<file path="src/rtl/ram_stream_writer_pkg.sv">
// Shared types and default sizes for the RAM stream writer and the readout RAM.
package ram_stream_writer_pkg;

    localparam int unsigned DEF_DW = 6;
    localparam int unsigned DEF_AW = 5;

    typedef enum logic [1:0] {
        ST_IDLE  = 2'd0,
        ST_WRITE = 2'd1,
        ST_DONE  = 2'd2
    } state_t;

endpackage

</file>
<file path="src/rtl/ram_addr_counter.sv">
// Loadable wrapping write pointer plus remaining-sample down-counter.
module ram_addr_counter
    import ram_stream_writer_pkg::*;
#(
    parameter int unsigned AW = DEF_AW
) (
    input  logic          sysclk,
    input  logic          reset,
    input  logic          load,
    input  logic          step,
    input  logic [AW-1:0] load_addr,
    input  logic [AW:0]   load_count,
    output logic [AW-1:0] ptr,
    output logic          last
);

    localparam int unsigned CW = AW + 1;

    logic [AW:0] count;

    // Pointer wraps naturally at 2^AW; count holds unless a sample is taken.
    always_ff @(posedge sysclk or posedge reset) begin
        if (reset) begin
            ptr   <= '0;
            count <= '0;
        end else if (load) begin
            ptr   <= load_addr;
            count <= load_count;
        end else if (step) begin
            ptr   <= ptr + AW'(1);
            count <= count - CW'(1);
        end
    end

    // Flags the transfer that finishes the fill.
    assign last = (count == CW'(1));

endmodule

</file>
<file path="src/rtl/ram_stream_writer.sv">
// Fills consecutive RAM locations from a valid/ready sample stream.
// Optional: define RAM_WRITER_CHECKSUM_EN to add an XOR checksum output.
module ram_stream_writer
    import ram_stream_writer_pkg::*;
#(
    parameter int unsigned DW = DEF_DW,
    parameter int unsigned AW = DEF_AW
) (
    input  logic          sysclk,
    input  logic          reset,
    input  logic          start,
    input  logic [AW-1:0] base_addr,
    input  logic [AW:0]   length,
    input  logic [DW-1:0] in_data,
    input  logic          in_valid,
    output logic          in_ready,
    output logic          ram_we,
    output logic [AW-1:0] ram_addr,
    output logic [DW-1:0] ram_wdata,
    output logic          busy,
    output logic          done
`ifdef RAM_WRITER_CHECKSUM_EN
    ,
    output logic [DW-1:0] checksum
`endif
);

    state_t        state_q;
    state_t        state_d;
    logic          load;
    logic          xfer;
    logic          accept_start;
    logic [AW-1:0] ptr;
    logic          last;

    ram_addr_counter #(.AW(AW)) u_cnt (
        .sysclk     (sysclk),
        .reset      (reset),
        .load       (load),
        .step       (xfer),
        .load_addr  (base_addr),
        .load_count (length),
        .ptr        (ptr),
        .last       (last)
    );

    // State register.
    always_ff @(posedge sysclk or posedge reset) begin
        if (reset) begin
            state_q <= ST_IDLE;
        end else begin
            state_q <= state_d;
        end
    end

    // Next-state and transfer decode.
    always_comb begin
        state_d      = state_q;
        load         = 1'b0;
        xfer         = 1'b0;
        accept_start = 1'b0;
        case (state_q)
            ST_IDLE: begin
                if (start) begin
                    accept_start = 1'b1;
                    if (length != '0) begin
                        load    = 1'b1;
                        state_d = ST_WRITE;
                    end else begin
                        state_d = ST_DONE;
                    end
                end
            end
            ST_WRITE: begin
                if (in_valid) begin
                    xfer = 1'b1;
                    if (last) begin
                        state_d = ST_DONE;
                    end
                end
            end
            ST_DONE: begin
                state_d = ST_IDLE;
            end
            default: begin
                state_d = ST_IDLE;
            end
        endcase
    end

    // Ready is a pure decode of the state so upstream sees it in the same cycle.
    assign in_ready = (state_q == ST_WRITE);

    // Registered RAM write port and status outputs.
    always_ff @(posedge sysclk or posedge reset) begin
        if (reset) begin
            ram_we    <= 1'b0;
            ram_addr  <= '0;
            ram_wdata <= '0;
            busy      <= 1'b0;
            done      <= 1'b0;
        end else begin
            ram_we <= xfer;
            if (xfer) begin
                ram_addr  <= ptr;
                ram_wdata <= in_data;
            end
            busy <= (state_d != ST_IDLE);
            done <= (state_d == ST_DONE);
        end
    end

`ifdef RAM_WRITER_CHECKSUM_EN
    // Running XOR of every accepted sample; cleared when a fill starts.
    always_ff @(posedge sysclk or posedge reset) begin
        if (reset) begin
            checksum <= '0;
        end else if (accept_start) begin
            checksum <= '0;
        end else if (xfer) begin
            checksum <= checksum ^ in_data;
        end
    end
`endif

endmodule

</file>
<file path="config.mk">
export PLATFORM = sky130hd
export DESIGN_NAME = ram_stream_writer
export DESIGN_NICKNAME = d
export VERILOG_FILES = /design/src/rtl/ram_stream_writer_pkg.sv /design/src/rtl/ram_addr_counter.sv /design/src/rtl/ram_stream_writer.sv
export SDC_FILE = /design/constraint.sdc
export NUM_CORES = 1
export LEC_CHECK = 0
export ABC_AREA = 1
export BUFFER_PORTS_ARGS = -buffer_cell sky130_fd_sc_hd__buf_2
export CORE_ASPECT_RATIO = 1.5
export CORE_MARGIN = 8
export CORE_UTILIZATION = 38
export DETAILED_ROUTE_END_ITERATION = 12
export GPL_TIMING_DRIVEN = 1
export HOLD_SLACK_MARGIN = 0.06
export PLACE_DENSITY = 0.69
export RECOVER_POWER = 25
export SLEW_MARGIN = 20
export SYNTH_ARGS = -nofsm -noshare
export SYNTH_HDL_FRONTEND = slang
export SYNTH_SLANG_ARGS = --single-unit
</file>
<file path="constraint.sdc">
create_clock -name sysclk -period 3.2 [get_ports sysclk]
set_input_delay 0.96 -clock sysclk [delete_from_list [all_inputs] [get_ports sysclk]]
set_output_delay 0.96 -clock sysclk [all_outputs]
set_load 0.02 [all_outputs]
</file>
# ---- Word level (Yosys, flattened, before mapping)
# Index checks and enable logic that the tools add are counted.
dict set report totals {
  register_bits 27
  word_cells 31
  out_inout_bits 15
}
dict set report classes {
  muxes 14
  add_sub_neg 2
  eq_ne 3
  n_reduce_logical 4
}
# operator count
set ops {}
lappend ops {{two-way mux 6 bit} 2}
lappend ops {{two-way mux 5 bit} 2}
lappend ops {{two-way mux 2 bit} 4}
lappend ops {{equality test 6 x 1 -> 1 bit (second input constant)} 1}
lappend ops {{nonzero test 6 bit} 1}
lappend ops {{subtractor 6 x 1 -> 6 bit (second input constant)} 1}
lappend ops {{adder 5 x 1 -> 5 bit (second input constant)} 1}
lappend ops {{two-way mux 1 bit} 5}
lappend ops {{case mux 2 bit (2 select lines)} 1}
lappend ops {{nonzero test 2 bit} 2}
lappend ops {{equality test 2 x 1 -> 1 bit (second input constant)} 1}
lappend ops {{equality test 2 bit (second input constant)} 1}
lappend ops {{zero test 2 bit} 1}

# ---- Longest topological paths before layout
dict set report logic_depth {
  word_depth 5
  mapped_depth 8
  depth_no_buf 7
}

# ---- Hierarchy
# Synthesis repeated with hierarchy kept, for this count alone.
dict set report hier_totals {
  cells_unflattened 155
  area_unflattened_um2 1283.7
}
# mod seq_area_each_um2 instances area_per_inst_um2 cells_each
set modules_own_cells {}
lappend modules_own_cells {ram_stream_writer 400.4 1 646.9 73}
lappend modules_own_cells {ram_addr_counter 275.3 1 636.9 82}

# ---- Least setup slack after synthesis
# Ideal clock, no wire load.
dict set report synth_timing {
  path_type {input port to flip-flop}
  startpoint {input port start}
  endpoint {register u_cnt.count[5]}
  t_required_ps 3079
  cell_stages 6
  path_slack_ps 1493
  n_path_buf 1
  arrival_ps 1586
  path_cell_list {inv_1 nor3_2 nand2_2 buf_6 nand3_4 nand3_2}
}
dict set report synth_between {
  elab_chain_cells 3
  elab_cells_between_ends 4
}
# item line
set synth_rtl {}
lappend synth_rtl {{start: declaration} ram_stream_writer.sv:11} ;# input logic start,
lappend synth_rtl {{two-way mux 1 bit *} ram_stream_writer.sv:64} ;# if (start) begin
lappend synth_rtl {{two-way mux 1 bit *} ram_stream_writer.sv:62} ;# case (state_q)
lappend synth_rtl {{two-way mux 6 bit / nonzero test 2 bit (equally long branches)} --}
lappend synth_rtl {{end signal: assignment} ram_addr_counter.sv:28} ;# count <= load_count;
lappend synth_rtl {{end signal: assignment} ram_addr_counter.sv:31} ;# count <= count - CW'(1);
lappend synth_rtl {{end: declaration} ram_addr_counter.sv:19} ;# logic [AW:0] count;
# Mark *: on every way between the ends. The rest lies on a longest branch, timed or not.
# A chain may end at the register's enable or synchronous reset.

==> key figures <==
Die
  – Chip Width: 66.38 um
  – Die footprint: 6077 sq um
  – Core Area: 3649 sq um
  – # rows: 27
  – Initial Util: 39.64%
  – Die H: 91.56 um
  – IO Count: 36

Synthesis
  – Largest area contributor in the synthesized netlist: dfrtp_1
  – Sequential area share after synthesis: 46.71%
  – Top cells by area, synth: dfrtp_1, nand2_1, nand3_2
  – Post-synthesis net count: 188
  – Yosys top cell area share: 46.71%
  – Synth cell types: 22
  – Synth warnings: 0
  – Mapped Avg Cell Area: 8.819 sq um
  – Seq cells post-synth: 27
  – Mapped Area: 1446 sq um
  – Post-Syn Instances: 164

Timing
  – Fmax: 499.1 MHz
  – Clock skew: 0.003349 ns
  – Final setup TNS: 0 ns
  – Worst-Margin Slew: 1.436 ns
  – Final Hold Viols: 0
  – Final Setup Violations: 0
  – Final Max Slew Viols: 0
  – RSZ-0062 raised after global routing: no
  – Slew margin rel.: 4.285%
  – Final cycle utilization of the critical path: 62.61%
  – Post-layout minimum cycle time: 2.004 ns

Clocking
  – # Post-CTS Setup Buffers: 0
  – CTS Root Cell: clkbuf_8
  – CTS tree: done
  – Hold buffer count at CTS: 0
  – Sinks on Clock Net: 27
  – # H-tree levels: 1
  – CTS resizes: 0
  – TritonCTS Buffers: 3
  – Clk buf depth: 2
  – Worst-skew pair later-pin latency: 0.26 ns
  – Clock transition at path regs: 0.09 ns

Placed design
  – IO buf count: 35
  – GPL Wtd Cong: 0.8423
  – Hpwl dp: 2316 um

Route
  – Number of remaining DRC errors: 0
  – Initial DRC count: 79
  – Routed len/inst: 12.47 um
  – Routed Wire Length: 3031 um
  – Antenna violation net count after detailed routing: 0
  – Vias per Instance: 4.815
  – Via count: 1170
  – DRT Pass-1 Iters: 4

Worst setup path
  – CP Cell Sequence: buf_2 > inv_1 > clkbuf_1
  – Crit path arrival time: 2.14 ns
  – Kind of critical path: primary input to asynchronous set/reset pin
  – Worst R2R End: u_cnt.count[1]
  – Worst R2R Setup Slack: 1.68 ns
  – FF-to-FF Start: state_q[0]
  – Crit path capture type: asynchronous set/reset pin
  – Worst path required time: 3.33 ns
  – CP startpoint: reset
  – R2R cell count: 6
  – Crit Path Max Fanout: 27
  – Last element of the critical path: ram_addr[4]
  – CP peak stage delay: 1.04 ns
  – Slowest cell on crit path: clkbuf_1
  – Nature of the critical path startpoint: primary input

Final layout
  – Area Overhead vs Synth: 16.70%
  – Share of layout cells above drive strength 1: 33.50%
  – Layout fillers: 368
  – ANT cells: 0
  – Nets@finish: 225

Pwr
  – Power Density: 920.9 nW/um^2
  – Pleak: 0.9425 nW
  – Final Power: 1.554 mW
  – Peak supply drop: 0.4354 mV

GRT
  – First-pass GRT wire length: 5285 um
  – Largest net degree at the start of global routing: 28
  – Tot GR Track Use: 10.60%
  – Vias in the first global route: 1223
  – Antenna violations before repair: 0
  – Grt ovf: 0

Worst hold path
  – Hold WC Path Type: flop to flop

Status
  – Outcome: completed

Job
  – Number of max-cap violations: 0
Yosys cell counts:
cell type   n
nand2_1    56
nor2_4      1
nand3b_1    1
inv_1      11
xor2_1      3
dfrtp_1    27
nand4_1     4
ha_1        3
nor3b_1     1
nand3_1    10
nand3_2    18
nor2_1     10
or2_2       1
buf_6       3
buf_2       2
or2_0       1
nand3_4     1
nand2_2     2
nor3_2      1
a21o_1      2
inv_2       4
o21ai_1     2
routing by layer:
layer,global-route usage [%],share of wire (%)
met1,11.36,41
met4,5.188,1.6
met5,0,0
met3,2.337,7.7
met2,18.59,50
sequential cells by signal, indices dropped and copies added (netlist names):
signal and flops:
ram_addr 5, done 1, ram_we 1, u_cnt.ptr 5, state_q 2, ram_wdata 6, u_cnt.count 6, busy 1
worst min-delay path by stage:
stage	to	depth (start not counted)	slack, ns	startpoint
finish	ram_wdata[5]	2	0.47	ram_wdata[5]
global route	ram_wdata[5]	2	0.49	ram_wdata[5]
CTS	ram_wdata[5]	2	0.48	ram_wdata[5]
detailed placement	ram_wdata[5]	2	0.45	ram_wdata[5]
global placement	ram_wdata[2]	2	0.45	ram_wdata[2]
floorplan	u_cnt.ptr[4]	2	0.49	u_cnt.ptr[4]
worst max-delay path: cells and delay by family:
kind	cells	cell delay [ns]
buffers and inverters	3	1.17
power by group:
group / total, mW / leakage, nW / internal, mW / switching (mW)
logic: 0.751 / 0.591 / 0.285 / 0.466
registers: 0.618 / 0.328 / 0.492 / 0.126
clock network: 0.185 / 0.0228 / 0.0888 / 0.0963
final cells by class:
cell class | instances | area [sq um] | area share (%)
Sequential cell | 27 | 675.6 | 40.03
Multi-Input combinational cell | 117 | 670.6 | 39.73
Timing Repair Buffer | 37 | 186.4 | 11.05
Inverter | 15 | 56.30 | 3.336
Tap cell | 43 | 53.80 | 3.188
Clock buffer | 4 | 45.04 | 2.669
cells in the final DEF (no fill, tap or decap):
master / instances
nand2_1: 56
buf_2: 35
dfrtp_1: 27
nand3_2: 18
inv_1: 11
nor2_1: 10
nand3_1: 10
inv_2: 4
nand4_1: 4
xor2_1: 3
ha_1: 3
clkbuf_8: 3
nand2_2: 2
o21ai_1: 2
a21o_1: 2
clkbuf_1: 2
nor2_4: 1
or2_2: 1
nor3_2: 1
nand3b_1: 1
nand3_4: 1
nor3b_1: 1
or2_0: 1
buf_4: 1
kinds of logic after synthesis:
kind of cell | share of synthesized area (%)
xor+xnor | 1.817
flops | 46.71
simple gates | 40.23
compound gates | 1.730
fa+ha+maj | 2.595
buf+inv | 6.920
metrics by stage:
step           worst slack (ns)  hold slack (ns)  utilization (%)  cell area [sq um]  std cells
5_1_grt                  0.8735           0.4904            46.26               1688        243
4_1_cts                   1.196           0.4767            46.36               1692        243
2_1_floorplan             1.493           0.4856                -               1446        164
3_5_place_dp              1.002           0.4542            45.13               1647        239
3_3_place_gp              1.016           0.4491            45.13               1647        239
6_report                  1.196           0.4686            46.26               1688        243
Note: power is estimated with default switching activity, not from simulation.
